### config.mk
export PLATFORM = sky130hd
export DESIGN_NAME = id_hazard_ctrl
export DESIGN_NICKNAME = d
export VERILOG_FILES = /design/src/rtl/cpu_pkg.sv /design/src/rtl/reg_scoreboard.sv /design/src/rtl/id_hazard_ctrl.sv
export SDC_FILE = /design/constraint.sdc
export NUM_CORES = 1
export LEC_CHECK = 0
export BUFFER_PORTS_ARGS = -buffer_cell sky130_fd_sc_hd__buf_2
export CORE_MARGIN = 2
export CORE_UTILIZATION = 55
export CTS_CLUSTER_DIAMETER = 30
export CTS_CLUSTER_SIZE = 8
export DETAILED_ROUTE_END_ITERATION = 10
export HOLD_SLACK_MARGIN = 0.03
export PLACE_DENSITY_LB_ADDON = 0.15
export REMOVE_ABC_BUFFERS = 1
export SLEW_MARGIN = 20
export SYNTH_ARGS = -nofsm -noshare
export SYNTH_HDL_FRONTEND = slang
export SYNTH_HIERARCHICAL = 1
export SYNTH_SLANG_ARGS = --single-unit
### constraint.sdc
create_clock -name clk -period 4.8 [get_ports clk]
set_input_delay 0.48 -clock clk [delete_from_list [all_inputs] [get_ports clk]]
set_output_delay 0.48 -clock clk [all_outputs]
set_load 0.005 [all_outputs]
### src/rtl/cpu_pkg.sv
// Shared decode-stage constants and the interrupt sequencer state type.
package cpu_pkg;

  localparam int NUM_REGS  = 16;
  localparam int REG_IDX_W = $clog2(NUM_REGS);
  localparam int SB_CNT_W  = 2;

  // Fetch address on interrupt redirect. The name carries a _PC suffix so it
  // cannot collide with the INT_VECTOR state literal below.
  localparam logic [31:0] INT_VECTOR_PC = 32'h0000_0100;

  typedef enum logic [1:0] {
    INT_IDLE   = 2'd0,
    INT_DRAIN  = 2'd1,
    INT_VECTOR = 2'd2
  } int_state_t;

endpackage

### src/rtl/reg_scoreboard.sv
// Per-register in-flight write counters between ID issue and WB write-back.
module reg_scoreboard
  import cpu_pkg::*;
#(
  parameter int N_REGS = NUM_REGS,
  parameter int CW     = SB_CNT_W,
  localparam int IW    = $clog2(N_REGS)
) (
  input  logic                       clk,
  input  logic                       rst_n,
  input  logic                       inc_en,
  input  logic [IW-1:0]              inc_idx,
  input  logic                       dec_en,
  input  logic [IW-1:0]              dec_idx,
  output logic [N_REGS-1:0][CW-1:0]  cnt,
  output logic [N_REGS-1:0]          busy_mask,
  output logic                       all_clear,
  output logic                       all_clear_next
);

  logic [N_REGS-1:0] nxt_zero;

  for (genvar r = 0; r < N_REGS; r++) begin : g_reg
    logic          inc, dec, dec_req;
    logic [CW-1:0] cnt_q, cnt_d;

    assign inc     = inc_en && (inc_idx == IW'(r));
    assign dec_req = dec_en && (dec_idx == IW'(r));
    // A write-back to an idle register is dropped so the counter never wraps.
    assign dec     = dec_req && (cnt_q != '0);

    // Next count: simultaneous issue and write-back cancel out.
    always_comb begin
      cnt_d = cnt_q;
      if (inc && !dec)      cnt_d = cnt_q + CW'(1);
      else if (dec && !inc) cnt_d = cnt_q - CW'(1);
    end

    // Counter register.
    always_ff @(posedge clk or negedge rst_n) begin
      if (!rst_n) cnt_q <= '0;
      else        cnt_q <= cnt_d;
    end

    assign cnt[r]       = cnt_q;
    assign busy_mask[r] = (cnt_q != '0);
    assign nxt_zero[r]  = (cnt_d == '0);

    a_no_underflow: assert property (@(posedge clk) disable iff (!rst_n)
      !(dec_req && cnt_q == '0));
  end

  assign all_clear      = ~|busy_mask;
  assign all_clear_next = &nxt_zero;

endmodule

### src/rtl/id_hazard_ctrl.sv
// Decode-stage issue controller: RAW/structural stalls, branch flush and
// interrupt drain/redirect sequencing.
module id_hazard_ctrl
  import cpu_pkg::*;
#(
  parameter int          CNT_W      = SB_CNT_W,
  parameter logic [31:0] INT_VEC_PC = INT_VECTOR_PC
) (
  input  logic        clk,
  input  logic        rst_n,
  input  logic        id_valid,
  input  logic [3:0]  id_rs1,
  input  logic [3:0]  id_rs2,
  input  logic        id_use_rs1,
  input  logic        id_use_rs2,
  input  logic        id_wr_en,
  input  logic [3:0]  id_wr_dst,
  input  logic        id_branch,
  input  logic [31:0] id_pc_plus_4,
  input  logic        id_interrupt,
  input  logic        wr,
  input  logic [3:0]  wr_dst,
  output logic        stall_id,
  output logic        bubble_ex,
  output logic        flush_if_id,
  output logic        int_redirect,
  output logic [31:0] int_pc,
  output logic [31:0] epc,
  output logic [15:0] busy_mask
);

  localparam logic [CNT_W-1:0] CNT_MAX = {CNT_W{1'b1}};

  logic [NUM_REGS-1:0][CNT_W-1:0] cnt;
  logic       all_clear, all_clear_next;
  logic       haz_rs1, haz_rs2, struct_stall, issue;
  int_state_t state_q, state_d;

  reg_scoreboard #(.N_REGS(NUM_REGS), .CW(CNT_W)) u_sb (
    .clk            (clk),
    .rst_n          (rst_n),
    .inc_en         (issue && id_wr_en),
    .inc_idx        (id_wr_dst),
    .dec_en         (wr),
    .dec_idx        (wr_dst),
    .cnt            (cnt),
    .busy_mask      (busy_mask),
    .all_clear      (all_clear),
    .all_clear_next (all_clear_next)
  );

  // A pending write counts as a hazard unless it is the last one and is being
  // written back right now (covered by the WB->ID bypass).
  assign haz_rs1 = id_use_rs1 && (cnt[id_rs1] != '0) &&
                   !(wr && (wr_dst == id_rs1) && (cnt[id_rs1] == CNT_W'(1)));
  assign haz_rs2 = id_use_rs2 && (cnt[id_rs2] != '0) &&
                   !(wr && (wr_dst == id_rs2) && (cnt[id_rs2] == CNT_W'(1)));
  // Saturated counter: only issue if WB frees a slot on the same edge.
  assign struct_stall = id_wr_en && (cnt[id_wr_dst] == CNT_MAX) &&
                        !(wr && (wr_dst == id_wr_dst));

  assign issue = id_valid && (state_q == INT_IDLE) && !id_interrupt &&
                 !haz_rs1 && !haz_rs2 && !struct_stall;

  assign int_pc = INT_VEC_PC;

  // Interrupt sequencer state register.
  always_ff @(posedge clk or negedge rst_n) begin
    if (!rst_n) state_q <= INT_IDLE;
    else        state_q <= state_d;
  end

  // Interrupt sequencer next state: drain in-flight writes, then redirect once.
  always_comb begin
    state_d = state_q;
    unique case (state_q)
      INT_IDLE:   if (id_valid && id_interrupt)      state_d = INT_DRAIN;
      INT_DRAIN:  if (all_clear || all_clear_next)   state_d = INT_VECTOR;
      INT_VECTOR:                                     state_d = INT_IDLE;
      default:                                        state_d = INT_IDLE;
    endcase
  end

  // Return PC: the interrupted instruction re-executes after the handler.
  always_ff @(posedge clk or negedge rst_n) begin
    if (!rst_n)
      epc <= '0;
    else if (state_q == INT_IDLE && id_valid && id_interrupt)
      epc <= id_pc_plus_4 - 32'd4;
  end

  // Pipeline control outputs; held quiet while reset is asserted.
  always_comb begin
    stall_id     = 1'b0;
    bubble_ex    = 1'b0;
    flush_if_id  = 1'b0;
    int_redirect = 1'b0;
    if (rst_n) begin
      bubble_ex = !issue;
      unique case (state_q)
        INT_IDLE: begin
          stall_id    = id_valid && !issue;
          flush_if_id = issue && id_branch;
        end
        INT_DRAIN:  stall_id = 1'b1;
        INT_VECTOR: begin
          int_redirect = 1'b1;
          flush_if_id  = 1'b1;
        end
        default: ;
      endcase
    end
  end

endmodule
Word level (Yosys, flattened, before mapping)
Index checks and enable logic that the tools add are counted.
{ "word_totals": {"romBits": 0, "out_inout_bits": 84, "register_bits": 66, "in_bits": 57, "mem_count": 0, "latch_bits": 0, "mem_bits_rw": 0, "elab_cells": 325} }
{ "classes": {"n_bitwise": 0, "eq_ne": 40, "div": 0, "n_reduce_logical": 183, "order_cmp": 3, "mux": 48, "shift": 0, "multipliers": 0, "n_addsub": 33} }
{ "op_table": {"columns": ["cell", "n"], "rows": [
  ["$logic_and A1 B1 Y1", 101],
  ["$mux W2", 37],
  ["$eq A4 B4 Y1 const B", 16],
  ["$logic_not A1 Y1", 41],
  ["$reduce_bool A2 Y1", 18],
  ["$logic_not A2 Y1", 17],
  ["$add A2 B1 Y2 const B", 16],
  ["$eq A4 B3 Y1 const B", 8],
  ["$sub A2 B1 Y2 const B", 16],
  ["$sub A32 B3 Y32 const B", 1],
  ["$bmux W2 S4", 3],
  ["$eq A4 B2 Y1 const B", 4],
  ["$reduce_and A16 Y1", 1],
  ["$reduce_or A16 Y1", 1],
  ["$lt A4 B5 Y1 const B", 3],
  ["$eq A4 B4 Y1", 3],
  ["$eq A4 B1 Y1 const B", 2],
  ["$logic_not A4 Y1", 2],
  ["$eq A2 B1 Y1 const B", 3],
  ["$mux W1", 5],
  ["$eq A2 B2 Y1 const B", 2],
  ["$pmux W1 S2", 2],
  ["$pmux W2 S2", 1],
  ["$ne A2 B1 Y1 const B", 1],
  ["3 further kinds", 3]
]} }

Depth between registers and ports, before layout
Gate-level depths: netlist of run 1.
{ "depth": {"depth_word": 21, "ltp_mapped": 17, "ltp_nobuf": 15} }

Cells and area by module
The synthesis of run 1 kept the hierarchy.
{ "modules_own_cells": {"columns": ["mod", "area_per_inst_um2", "seq_area_each_um2", "cells_each", "n_inst"], "rows": [
  ["id_hazard_ctrl", 2891.5, 850.8, 327, 1],
  ["reg_scoreboard", 2662.6, 800.8, 310, 1]
]} }

Worst setup path after synthesis of run 1
OpenSTA, ideal clock, no wires.
{ "synth_timing": {"kind": "input port to flip-flop", "startpoint": "input port id_rs2[0]", "endpoint": "register state_q[0]", "cell_stages": 16, "t_arrival_ns": 3.869, "required_ns": 4.661, "slack_ns": 0.791, "setup_time_ns": 0.139, "n_path_buf": 2, "cell_sequence": "clkbuf_1 mux4_2 nor2b_1 a211o_1 o221ai_1 nand4_1 nor2_1 nor3b_2 clkbuf_1 o311a_1 o21bai_1 mux2i_1 nor4_1 nand3_1 nor3_2 o31ai_1"} }
{ "synth_between": {"elab_chain_cells": 20, "elab_cells_between_ends": 130, "classes_between": "3 x eq/ne; 34 x mux; 93 x reduce/logical"} }
{ "synth_lines": {"columns": ["element", "line", "rtl"], "rows": [
  ["start: declaration", "id_hazard_ctrl.sv:13", "input logic [3:0] id_rs2,"],
  ["$bmux W2 S4", "id_hazard_ctrl.sv:56, id_hazard_ctrl.sv:57", null],
  ["$mux W2 (not written as such)", "id_hazard_ctrl.sv:56, id_hazard_ctrl.sv:57", null],
  ["$eq A2 B1 Y1", "id_hazard_ctrl.sv:57", "!(wr && (wr_dst == id_rs2) && (cnt[id_rs2] == CNT_W'(1)));"],
  ["$logic_and A1 B1 Y1", "id_hazard_ctrl.sv:57", null],
  ["$logic_not A1 Y1", "id_hazard_ctrl.sv:57", null],
  ["$logic_and A1 B1 Y1 *", "id_hazard_ctrl.sv:56", "assign haz_rs2 = id_use_rs2 && (cnt[id_rs2] != '0) &&"],
  ["$logic_not A1 Y1 *", "id_hazard_ctrl.sv:63", "!haz_rs1 && !haz_rs2 && !struct_stall;"],
  ["$logic_and A1 B1 Y1 * (2 in series)", "id_hazard_ctrl.sv:63", null],
  ["[... 5 more ...]", null, null],
  ["$mux W2 *", "reg_scoreboard.sv:35", "if (inc && !dec) cnt_d = cnt_q + CW'(1);"],
  ["via u_sb.g_reg[3].cnt_d[1]", "reg_scoreboard.sv:25", "logic [CW-1:0] cnt_q, cnt_d;"],
  ["$logic_not A2 Y1 *", "reg_scoreboard.sv:47", "assign nxt_zero[r] = (cnt_d == '0);"],
  ["$reduce_and A16 Y1 *", "reg_scoreboard.sv:54", "assign all_clear_next = &nxt_zero;"],
  ["via all_clear_next", "id_hazard_ctrl.sv:35", "logic all_clear, all_clear_next;"],
  ["$logic_or A1 B1 Y1 *", "id_hazard_ctrl.sv:78", "INT_DRAIN: if (all_clear || all_clear_next) state_d = INT_VECTOR;"],
  ["$ne A2 B2 Y1 (no source line) *", null, null],
  ["$reduce_and A2 Y1 (no source line) *", null, null],
  ["end signal: assignment", "id_hazard_ctrl.sv:70", "else state_q <= state_d;"],
  ["end: declaration", "id_hazard_ctrl.sv:37", "int_state_t state_q, state_d;"]
]} }
The timed path passes the listed nets; every way through them passes the cells marked *. The select of a mux whose other input is x is not followed.
A chain may end at the register's enable or synchronous reset.

Final worst setup path of run 1
{ "layout_timing": {"startpoint": "register u_sb.g_reg[4].cnt_q[1]", "endpoint": "register state_q[0]"} }
{ "layout_between": {"elab_chain_cells": 21, "elab_cells_between_ends": 151, "classes_between": "2 x add/sub; 4 x eq/ne; 38 x mux; 107 x reduce/logical"} }
{ "layout_lines": {"columns": ["element", "line", "rtl"], "rows": [
  ["start: declaration", "reg_scoreboard.sv:25", null],
  ["start signal: assignment", "reg_scoreboard.sv:42", "else cnt_q <= cnt_d;"],
  ["$bmux W2 S4", "id_hazard_ctrl.sv:54, id_hazard_ctrl.sv:55", null],
  ["$mux W2 (not written as such)", "id_hazard_ctrl.sv:54, id_hazard_ctrl.sv:55", null],
  ["$eq A2 B1 Y1", "id_hazard_ctrl.sv:55", "!(wr && (wr_dst == id_rs1) && (cnt[id_rs1] == CNT_W'(1)));"],
  ["$logic_and A1 B1 Y1", "id_hazard_ctrl.sv:55", null],
  ["$logic_not A1 Y1", "id_hazard_ctrl.sv:55", null],
  ["$logic_and A1 B1 Y1", "id_hazard_ctrl.sv:54", "assign haz_rs1 = id_use_rs1 && (cnt[id_rs1] != '0) &&"],
  ["$logic_not A1 Y1", "id_hazard_ctrl.sv:63", null],
  ["$logic_and A1 B1 Y1", "id_hazard_ctrl.sv:62", "assign issue = id_valid && (state_q == INT_IDLE) && !id_interrupt &&"],
  ["[... 6 more ...]", null, null],
  ["$mux W2", "reg_scoreboard.sv:36", "else if (dec && !inc) cnt_d = cnt_q - CW'(1);"],
  ["$mux W2", "reg_scoreboard.sv:35", null],
  ["$logic_not A2 Y1", "reg_scoreboard.sv:47", null],
  ["$reduce_and A16 Y1 *", "reg_scoreboard.sv:54", null],
  ["via all_clear_next", "id_hazard_ctrl.sv:35", null],
  ["$logic_or A1 B1 Y1 *", "id_hazard_ctrl.sv:78", null],
  ["$ne A2 B2 Y1 (no source line) *", null, null],
  ["$reduce_and A2 Y1 (no source line) *", null, null]
]} }
Marked as above.

==> metrics.yaml, run 1 <==
top_level_ports: 141
mostFrequentLayoutCells: "sky130_fd_sc_hd__buf_2 (108), sky130_fd_sc_hd__dfrtp_1 (66), sky130_fd_sc_hd__nand2_1 (58)"
tritoncts_num_sinks: 66
synth_ff_type: "sky130_fd_sc_hd__dfrtp_1"
floorplan.die.width_um: 104
sequentialPowerShare_pct: 37.6
cts_inserted_buffers: 9
wl_mm: 16.4
timing.critical_path.from_type: "flop"
syn_avg_cell_area_um2: 8.72
clk-insertion-delay-late_ns: 0.35
timing.critical_path.to_type: "flop"
static-leakage-power_nw: 2.72
synth_top_area_share_pct: 29.7
critical_path_required_ns: 4.99
final_hold_viol_count: 0
cts.root.buffer_cell: "sky130_fd_sc_hd__clkbuf_8"
outcome: "finished, final reports clean"
buffer_ports.inserted: 108
post-route-period-util_pct: 90.4
core_area_um2: 9770
p_sw_mw: 1.26
num_rows: 36
critical_path.cell_chain: "mux4_2 -> nor2b_1 -> a211o_1 -> o221ai_1 -> nand4_1 -> nor2_1 -> and3b_1 -> o311ai_0 -> o21ai_0 -> a22oi_1 -> or4_1 -> nor3_2 -> o31ai_1"
maxCapViolations: 0
finalSetupViolCount: 0
final_nets: 808
synthDominantAreaCellType: "sky130_fd_sc_hd__dfrtp_1"
cts_tree: "yes"
combinationalPowerShare_pct: 45.6
timing.fmax_ghz: 0.230
p_per_area_nw_per_um2: 459
synth_async_sr_flop_share_pct: 100
grt_pass1_vias: 4963
clk_path_buf_depth: 2
timing.critical_path.arrival_ns: 4.53
worst_clock_skew_ns: 0.0111
global_route_usage_over_all_layers_pct: 30.3
cts.reportedPaths.clkPinSlew_ns: 0.08
clockPowerShare_pct: 16.8
fillCellCount: 886
slew_headroom_pct: 35.7
cp_slowest_stage_delay_ns: 0.54
worst_path_max_delay_cell: "sky130_fd_sc_hd__or4_1"
detailroute.via_count: 5186
grt_remaining_overflow: 0
min_path_type: "primary input to flop"
switching_fraction_pct: 43.6
grt_max_degree: 64
slew_viol_final: 0
setup_tns_ns: 0
synth.lib_cells_used.distinct: 71
post-route-util_pct: 64.1
total_power_mw: 2.88
synth-seq-cells: 66
ir_worst_vdd_mv: 0.230
num_antenna_cells: 0
synthesis.yosys.warnings: 6
rsz_0062_raised_after_global_routing: "no"
drive_gt1_share_pct: 22.3
clock_tree.htree_level_count: 3
stdcell_count: 872
avgRoutedWirePerCell_um: 18.8
ant_nets: 0
syn_to_final_growth_pct: 12.9
grt_first_pass_wirelength_mm: 25.8
gp_congestion: 0.966
grt_antenna_before_repair: 0
synthesis.instances: 637
detail_route.vias_per_cell: 5.95
place_inst: 855
synth_edf_count: 0
intPower_mw: 1.62
synth-seq-area-share_pct: 29.7
floorplan.die.height_um: 104
critPathMaxFanout: 8
worstSetupPathType: "flop to flop"
tightest_slew_ns: 0.963
commonest_non_fill_non_tap_cell_in_the_layout: "sky130_fd_sc_hd__buf_2"
synth.top_cells.by_area: "sky130_fd_sc_hd__dfrtp_1 (30%), sky130_fd_sc_hd__xnor2_1 (6.3%), sky130_fd_sc_hd__mux4_2 (6.1%), sky130_fd_sc_hd__buf_4 (4.5%), sky130_fd_sc_hd__o21ai_0 (4.1%)"
syn-cell-area_um2: 5550
dp.final_hpwl_mm: 12.6
die_area_um2: 10900
drcViolationCount: 0
minimum_clock_period_after_layout_ns: 4.34
firstDrtPassIters: 5
post_cts_resized: 0
initial_core_utilization_pct: 56.8
dr.first_iter.drc_count: 317
==> cells by family after synthesis <==
kind of cell / Yosys count / share of synthesized area [%]
and+or+nand+nor: 221 / 20.8
adders and majority gates: 19 / 4.19
other: 2 / 0.135
muxes: 26 / 8.11
DFF: 66 / 29.7
AOI/OAI and AO/OA: 140 / 18.7
xor gates and xnor gates: 55 / 8.67
buffers and inverters: 108 / 9.64
==> Yosys cell counts (all sizes together), types with 9 or more instances <==
cell type and count:
nor3 16, o21ai 49, xor2 15, buf 39
clkbuf 16, nand2 58, mux4 15, inv 53
dfrtp 66, nor4 14, and2 9, nor2 49
a2111oi 12, a21oi 12, nor2b 9, nand4 11
ha 17, xnor2 40, mux2i 9, nand3 11
==> flip-flops by register name (all words and copies together), names as in the netlist <==
register      cells
epc              32
u_sb/g.cnt_q     32
state_q           2
==> path summary, 6_finish.rpt <==
path	endpoint	cells past startpoint	slack, ns	start
setup / recovery	state_q[0]$_DFFE_PN0P_	13	0.46	u_sb/g_reg[4].cnt_q[1]$_DFF_PN0_
hold / removal	epc[1]$_DFFE_PN0P_	3	0.33	id_pc_plus_4[1]
setup reg to reg	state_q[0]$_DFFE_PN0P_	13	0.46	u_sb/g_reg[4].cnt_q[1]$_DFF_PN0_
hold reg to reg	epc[16]$_DFFE_PN0P_	2	0.48	epc[16]$_DFFE_PN0P_
max in group asynchronous	u_sb/g_reg[14].cnt_q[0]$_DFF_PN0_	3	3.21	rst_n
min in group asynchronous	u_sb/g_reg[15].cnt_q[0]$_DFF_PN0_	2	0.51	rst_n
==> metrics by stage <==
step                      cell area [um2]  setup WS (ns)  hold WS, ns
after floorplan                      5330          0.928        0.184
after global placement               6060          0.457        0.335
after detailed placement             6060          0.273        0.338
after CTS                            6270          0.506        0.322
after global routing                 6270          0.223        0.331
final                                6270          0.459        0.333
==> power groups by stage <==
stage,registers [mW],logic [mW],clock network (mW)
2_1_floorplan,0.976,0.808,0
3_5_place_dp,1.08,1.31,0
4_1_cts,1.07,1.31,0.496
6_report,1.08,1.31,0.485
3_3_place_gp,1.08,1.26,0
5_1_grt,1.11,1.46,0.516
==> worst max-delay path, delay by kind of cell, from the launching register on <==
kind / cells / cell delay (ns)
and+or+nand+nor: 6 / 1.93
AOI/OAI and AO/OA: 6 / 1.28
DFF: 1 / 0.49
muxes: 1 / 0.49
==> final cells by class <==
cell class | count | area, um2 | area share [%]
tap | 133 | 166 | 2.65
sequential | 66 | 1650 | 26.3
clock inverter | 7 | 77.6 | 1.24
clock buffer | 9 | 124 | 1.98
multi-input combinational | 493 | 3480 | 55.6
inverter | 53 | 199 | 3.17
timing repair buffer | 111 | 566 | 9.02
==> routing by layer <==
metal  share of wire [%]  vias to the layer above  track usage, %
li1                    -                     2431               -
met1                  39                     2448            36.0
met2                  48                      265            51.1
met3                 8.7                       42            7.39
met4                 4.5                        0            14.7
met5                   0                        -               0
==> repair_timing <==
| item | CTS | global route |
|---|---|---|
| buffers inserted | 0 | 0 |
| hold endpoints to repair | 3 | 0 |
| hold buffers | 1 | 0 |
Note: power is estimated with default switching activity, not from simulation.
==> run 2, diff against run 1 <==
- CELL_PAD_IN_SITES_DETAIL_PLACEMENT: default -> 0
- CELL_PAD_IN_SITES_GLOBAL_PLACEMENT: default -> 1
- CORE_UTILIZATION: 55 -> 40
- PLACE_DENSITY_LB_ADDON: 0.15 -> 0.1
- SLEW_MARGIN: 20 -> default
==> run 2 against run 1 <==
Against the previous run:
- critical endpoint is now state_q[1]$_DFFE_PN0P_
- highest routed layer unchanged
- clock power rose by 37%
- sequential power barely moved
- total power increased by 5.8%
==> metrics.yaml, run 2 (synthesis gave the netlist of run 1 again) <==
outcome: "finished, final reports clean"
cp_num_buf_inv: 0  # unchanged
final_hold_viol_count: 0  # unchanged
post_cts_resized: 0  # unchanged
buffer_ports.inserted: 108  # unchanged
slew_viol_final: 0  # unchanged
mostFrequentLayoutCells: "sky130_fd_sc_hd__buf_2 (108), sky130_fd_sc_hd__dfrtp_1 (66), sky130_fd_sc_hd__nand2_1 (58)"
initial_core_utilization_pct: 40.5  # -16 points
global_route_usage_over_all_layers_pct: 24.1  # -6.1 points
tightest_slew_ns: 0.971  # +0.00797 ns
grt_remaining_overflow: 0  # unchanged
cts_inserted_buffers: 9  # unchanged
final_nets: 810  # +0.25%
timing.critical_path.from_type: "flop"
min_path_type: "primary input to flop"
detailroute.via_count: 5174  # -0.23%
timing.hold.worst_path_depth: 3  # unchanged
critical_path.cell_chain: "mux4_2 -> nor2b_1 -> a211o_1 -> o221ai_1 -> nand4_1 -> nor2_1 -> and3b_1 -> o311ai_0 -> o21ai_0 -> a22oi_1 -> or4_1 -> nor3_2 -> nor2_1 -> nor2_1"
minimum_clock_period_after_layout_ns: 4.28  # -0.0573 ns
gp_congestion: 0.954  # -1.2%
worst_clock_skew_ns: 0.0123  # +0.00126 ns
rsz_0062_raised_after_global_routing: "no"
cp_num_cells: 14  # +1
p_per_area_nw_per_um2: 474  # +3.1%
avgRoutedWirePerCell_um: 18.6  # -0.90%
detail_route.vias_per_cell: 5.62  # -5.5%
dr.first_iter.drc_count: 378  # +19%
setup_tns_ns: 0  # unchanged
intPower_mw: 1.78  # +9.8%
timing.critical_path.arrival_ns: 4.55  # +0.02 ns
die_area_um2: 14800  # +36%
slew_headroom_pct: 35.2  # -0.53 points
finalSetupViolCount: 0  # unchanged
combinationalPowerShare_pct: 43.0  # -2.6 points
firstDrtPassIters: 7  # +2
post-route-period-util_pct: 89.2  # -1.2 points
worstRegToRegCells: 14  # +1
timing.critical_path.mode_cell: "sky130_fd_sc_hd__nor2_1"
dp.final_hpwl_mm: 13.2  # +4.2%
reg.largest.list: "epc x32, u_sb/g.cnt_q x32, state_q x2"
sequentialPowerShare_pct: 35.2  # -2.4 points
maxCapViolations: 0  # unchanged
num_antenna_cells: 0  # unchanged
clockPowerShare_pct: 21.8  # +5.0 points
tritoncts_num_sinks: 66  # unchanged
critPathTopFamily: "simple AND/OR/NAND/NOR gates"
cts_tree: "yes"
cts.reportedPaths.clkPinSlew_ns: 0.06  # -0.02 ns
worstSetupPathType: "flop to flop"
wl_mm: 17.2  # +4.7%
cts.root.buffer_cell: "sky130_fd_sc_hd__clkbuf_16"
switching_fraction_pct: 41.5  # -2.1 points
critPathMaxFanout: 8  # unchanged
drcViolationCount: 0  # unchanged
ir_worst_vdd_mv: 0.191  # -17%
top_level_ports: 141  # unchanged
grt_max_degree: 66  # +3.1%
timing.fmax_ghz: 0.233  # +1.3%
stdcell_count: 921  # +5.6%
grt_pass1_vias: 5122  # +3.2%
ant_nets: 0  # unchanged
static-leakage-power_nw: 2.78  # +2.0%
syn_to_final_growth_pct: 15.9
place_inst: 904  # +5.7%
drive_gt1_share_pct: 22.5  # +0.21 points
core_area_um2: 13700  # +40%
p_sw_mw: 1.26  # +0.64%
clock_tree.htree_level_count: 3  # unchanged
num_rows: 43  # +19%
worst_path_max_delay_cell: "sky130_fd_sc_hd__or4_1"
floorplan.die.height_um: 122  # +17%
floorplan.die.width_um: 122  # +17%
post-route-util_pct: 46.9  # -17 points
cp_slowest_stage_delay_ns: 0.57  # +0.03 ns
commonest_non_fill_non_tap_cell_in_the_layout: "sky130_fd_sc_hd__buf_2"
clk_path_buf_depth: 2  # unchanged
clk-insertion-delay-late_ns: 0.34  # about the same
timing.critical_path.to_type: "flop"
grt_first_pass_wirelength_mm: 27.4  # +6.1%
grt_antenna_before_repair: 0  # unchanged
critical_path_required_ns: 5.07  # +0.08 ns
==> run 2: changes by cell type in the layout (fill, tap and decap cells not counted) <==
cell                        change
sky130_fd_sc_hd__clkbuf_8       -9
sky130_fd_sc_hd__clkbuf_16      +9
sky130_fd_sc_hd__clkinv_2       +2
sky130_fd_sc_hd__inv_6          -2
sky130_fd_sc_hd__buf_4          +2
==> run 2: worst reg2reg max path, delay by kind of cell (launching register included) <==
kind	cells	cell delay, ns
mux	1	0.49
simple gates	8	2.16
flops	1	0.49
compound gates	5	1.08
==> run 2: worst paths after layout <==
check / slack [ns] / to / start
worst max-delay path: 0.52 / state_q[1]$_DFFE_PN0P_ / u_sb/g_reg[4].cnt_q[1]$_DFF_PN0_
min in group asynchronous: 0.53 / u_sb/g_reg[15].cnt_q[1]$_DFF_PN0_ / rst_n
max in group asynchronous: 3.19 / epc[11]$_DFFE_PN0P_ / rst_n
worst min-delay path: 0.33 / epc[1]$_DFFE_PN0P_ / id_pc_plus_4[1]
worst max register to register: 0.52 / state_q[1]$_DFFE_PN0P_ / u_sb/g_reg[4].cnt_q[1]$_DFF_PN0_
worst min register to register: 0.47 / epc[6]$_DFFE_PN0P_ / epc[6]$_DFFE_PN0P_
==> run 2: routing by layer <==
layer	part of all wire, %	vias up	global-route usage, %	routed length, um
met3	7.4	45	6.27	1270
met2	48	209	40.0	8170
met5	0	-	0	0
met4	3.9	0	10.5	678
li1	-	2439	-	-
met1	41	2481	29.7	7050
==> run 2: repair_timing <==
item                                    in CTS  in global routing
hold buffers                                 1                  0
buffers inserted                             0                  0
endpoints found under the setup margin       0                  0
endpoints found under the hold margin        1                  0
==> run 2: final cells by class <==
cell class	instances	area [um2]
Multi-Input combinational cell	493	3480
Fill cell	1377	7280
Clock buffer	9	225
Sequential cell	66	1650
Inverter	53	199
Timing Repair Buffer	113	581
Tap cell	180	225
Clock inverter	7	70.1
==> run 2: metrics by stage <==
step / hold slack, ns / worst slack [ns] / total power [mW] / instance area (um2)
floorplan: 0.184 / 0.928 / 1.78 / 5330
global route: 0.339 / 0.175 / 3.29 / 6440
detailed placement: 0.321 / 0.302 / 2.39 / 6130
CTS: 0.322 / 0.537 / 3.07 / 6440
finish: 0.333 / 0.517 / 3.05 / 6440
global placement: 0.328 / 0.438 / 2.36 / 6130
==> run 2: power by group through the flow <==
stage	logic (mW)	clock network, mW	registers [mW]
floorplan	0.808	0	0.976
detailed placement	1.32	0	1.07
global route	1.48	0.706	1.10
CTS	1.32	0.680	1.07
finish	1.31	0.664	1.07
global placement	1.29	0	1.07
==> run 3, diff against run 2 <==
- CORE_UTILIZATION: 40 -> 43
- clock period: 4.8 -> 5.1 ns (I/O delays scaled with it)
==> run 3 against run 2 <==
Against the previous run:
- hold slack improved by 0.042 ns
- first-iteration DRC count decreased by 10%
- setup slack improved by 0.35 ns
- utilization increased by 3.9 points
- global-route usage decreased by 0.30 points
- sequential share of layout area increased by 0.11 points
- final area decreased by 0.41%
- clock skew decreased by 0.0018 ns
- largest cell class unchanged
- fmax increased by 1.2%
- highest routed layer unchanged
- sequential power decreased by 7%
- combinational power decreased by 5%
==> metrics.yaml, run 3 (synthesis gave the netlist of run 1 again) <==
cts_inserted_buffers: 9  # unchanged
avgRoutedWirePerCell_um: 18.0  # -3.4%
cts.reportedPaths.clkPinSlew_ns: 0.05  # about the same
outcome: "finished, final reports clean"
timing.critical_path.from_type: "flop"
sequentialPowerShare_pct: 35.0  # -0.2 points
multi_input_area_um2: 3480  # unchanged
switching_fraction_pct: 40.3  # -1.2 points
grt_first_pass_wirelength_mm: 26.4  # -3.8%
grt_max_degree: 66  # unchanged
firstDrtPassIters: 5  # -2
buffer_ports.inserted: 108  # unchanged
dp.final_hpwl_mm: 12.6  # -4.4%
critical_path_required_ns: 5.25  # +0.18 ns
rsz_0062_raised_after_global_routing: "no"
register_area_um2: 1650  # unchanged
ir_worst_vdd_mv: 0.177  # -7.2%
fillCellCount: 1219  # -11%
static-leakage-power_nw: 2.76  # -0.54%
floorplan.die.width_um: 118  # -3.4%
top_level_ports: 141  # unchanged
place_area_um2: 6110  # -0.41%
setup_tns_ns: 0  # unchanged
worstSetupPathType: "flop to flop"
slew_headroom_pct: 34.3  # -0.89 points
grt_pass1_vias: 4965  # -3.1%
syn_to_final_growth_pct: 15.4
drcViolationCount: 0  # unchanged
num_antenna_cells: 0  # unchanged
num_rows: 41  # -4.7%
combinationalPowerShare_pct: 43.4  # +0.4 points
place_inst: 894  # -1.1%
p_sw_mw: 1.15  # -9.1%
minimum_clock_period_after_layout_ns: 4.23  # -0.0488 ns
cts_tree: "yes"
cp_num_buf_inv: 0  # unchanged
detail_route.vias_per_cell: 5.58  # -0.62%
holdWs_ns: 0.375  # +0.0418 ns
intPower_mw: 1.70  # -4.5%
ant_nets: 0  # unchanged
floorplan.die.height_um: 118  # -3.4%
clk_path_buf_depth: 2  # unchanged
clockPowerShare_pct: 21.6  # -0.2 points
timing.critical_path.to_type: "flop"
stdcell_count: 909  # -1.3%
cp_slowest_stage_delay_ns: 0.55  # -0.02 ns
finalSetupViolCount: 0  # unchanged
maxCapViolations: 0  # unchanged
grt_remaining_overflow: 0  # unchanged
post_cts_resized: 0  # unchanged
cts.root.buffer_cell: "sky130_fd_sc_hd__clkbuf_16"
core_area_um2: 12600  # -8.0%
globalRoute.busiestLayer: "met2"
initial_core_utilization_pct: 44.0  # +3.5 points
gp_congestion: 0.964  # +1.0%
wl_mm: 16.4  # -4.6%
global_route.usage.met2_pct: 41.4  # +1.4 points
clk-insertion-delay-late_ns: 0.33  # about the same
detailroute.via_count: 5075  # -1.9%
slew_viol_final: 0  # unchanged
critPathMaxFanout: 8  # unchanged
tightest_slew_ns: 0.961  # -0.0103 ns
drive_gt1_share_pct: 22.0  # -0.56 points
mostFrequentLayoutCells: "sky130_fd_sc_hd__buf_2 (108), sky130_fd_sc_hd__dfrtp_1 (66), sky130_fd_sc_hd__nand2_1 (58)"
final_nets: 808  # -0.25%
grt_antenna_before_repair: 0  # unchanged
critPathTopFamily: "simple AND/OR/NAND/NOR gates"
grtUsageMet1_pct: 30.4  # +0.75 points
final_hold_viol_count: 0  # unchanged
tritoncts_num_sinks: 66  # unchanged
timing.fmax_ghz: 0.236  # +1.2%
timing.critical_path.arrival_ns: 4.38  # -0.17 ns
min_path_type: "primary input to flop"
commonest_non_fill_non_tap_cell_in_the_layout: "sky130_fd_sc_hd__buf_2"
clock_tree.htree_level_count: 3  # unchanged
setup_slack_ns: 0.866  # +0.349 ns
critical_path.cell_chain: "mux4_2 -> nor2b_1 -> a211o_1 -> o221ai_1 -> nand4_1 -> nor2_1 -> and3b_1 -> o311ai_0 -> o21ai_0 -> a22oi_1 -> or4_1 -> nor3_2 -> o31ai_1"
reg.largest.list: "epc x32, u_sb/g.cnt_q x32, state_q x2"
worst_clock_skew_ns: 0.0105  # -0.00180 ns
global_route.usage.met3_pct: 5.18  # -1.1 points
dpl_worst_slack_ns: 0.538  # +0.236 ns
p_per_area_nw_per_um2: 445  # -6.0%
dr.first_iter.drc_count: 340  # -10%
post-route-period-util_pct: 83.0  # -6.2 points
global_route_usage_over_all_layers_pct: 23.8  # -0.30 points
worst_path_max_delay_cell: "sky130_fd_sc_hd__or4_1"
postLayoutCellArea_um2: 6410  # -0.41%
die_area_um2: 13800  # -6.8%
## run 3: area by class of cell
| cell class | instances | area share, % |
|---|---|---|
| multi-input cells | 493 | 54.4 |
| flip-flops and latches | 66 | 25.8 |
| repair buffers | 111 | 8.82 |
| clock buffers | 12 | 4.00 |
| well taps | 172 | 3.36 |
| inverters | 53 | 3.10 |
| clock inverters | 2 | 0.586 |
## run 3: per-layer routing
layer  vias up  part of all wire [%]
met1      2385                    42
met2       230                    49
met4         0                   1.4
met5         -                     0
met3        17                   7.4
li1       2443                     -
## run 3: worst register-to-register path, stage by stage, from the launching register on
cell and delay [ns]:
sky130_fd_sc_hd__dfrtp_1 0.46, sky130_fd_sc_hd__mux4_2 0.49, sky130_fd_sc_hd__nor2b_1 0.14, sky130_fd_sc_hd__a211o_1 0.26, sky130_fd_sc_hd__o221ai_1 0.21, sky130_fd_sc_hd__nand4_1 0.25
sky130_fd_sc_hd__nor2_1 0.31, sky130_fd_sc_hd__and3b_1 0.44, sky130_fd_sc_hd__o311ai_0 0.28, sky130_fd_sc_hd__o21ai_0 0.24, sky130_fd_sc_hd__a22oi_1 0.11, sky130_fd_sc_hd__or4_1 0.55
sky130_fd_sc_hd__nor3_2 0.22, sky130_fd_sc_hd__o31ai_1 0.11
## run 3: final timing paths
check                      cells past startpoint                              from  slack [ns]                      to
max in group asynchronous                      3                             rst_n        3.44      epc[3]$_DFFE_PN0P_
setup reg to reg                              13  u_sb/g_reg[5].cnt_q[1]$_DFF_PN0_        0.87  state_q[0]$_DFFE_PN0P_
hold reg to reg                                2                epc[0]$_DFFE_PN0P_        0.47      epc[0]$_DFFE_PN0P_
hold / removal                                 3                   id_pc_plus_4[0]        0.37      epc[0]$_DFFE_PN0P_
min in group asynchronous                      2                             rst_n        0.57      epc[0]$_DFFE_PN0P_
setup / recovery                              13  u_sb/g_reg[5].cnt_q[1]$_DFF_PN0_        0.87  state_q[0]$_DFFE_PN0P_
## run 3: power groups by stage
stage,Clock (mW),Sequential (mW),Combinational [mW]
3_3_place_gp,0,0.990,1.21
5_1_grt,0.658,1.03,1.38
4_1_cts,0.633,0.992,1.24
2_1_floorplan,0,0.919,0.760
3_5_place_dp,0,0.997,1.23
6_report,0.616,0.997,1.24
## run 3: timing repair
item,CTS,global route
buffers inserted,0,0
hold buffers,1,0
hold endpoints to repair,2,0
endpoints found under the setup margin,0,0
## run 3: per-stage QoR
stage | total power [mW] | util (%)
after floorplan | 1.68 | -
after global placement | 2.20 | 48.4
after detailed placement | 2.23 | 48.4
after CTS | 2.87 | 50.8
after global routing | 3.07 | 50.8
final | 2.85 | 50.8
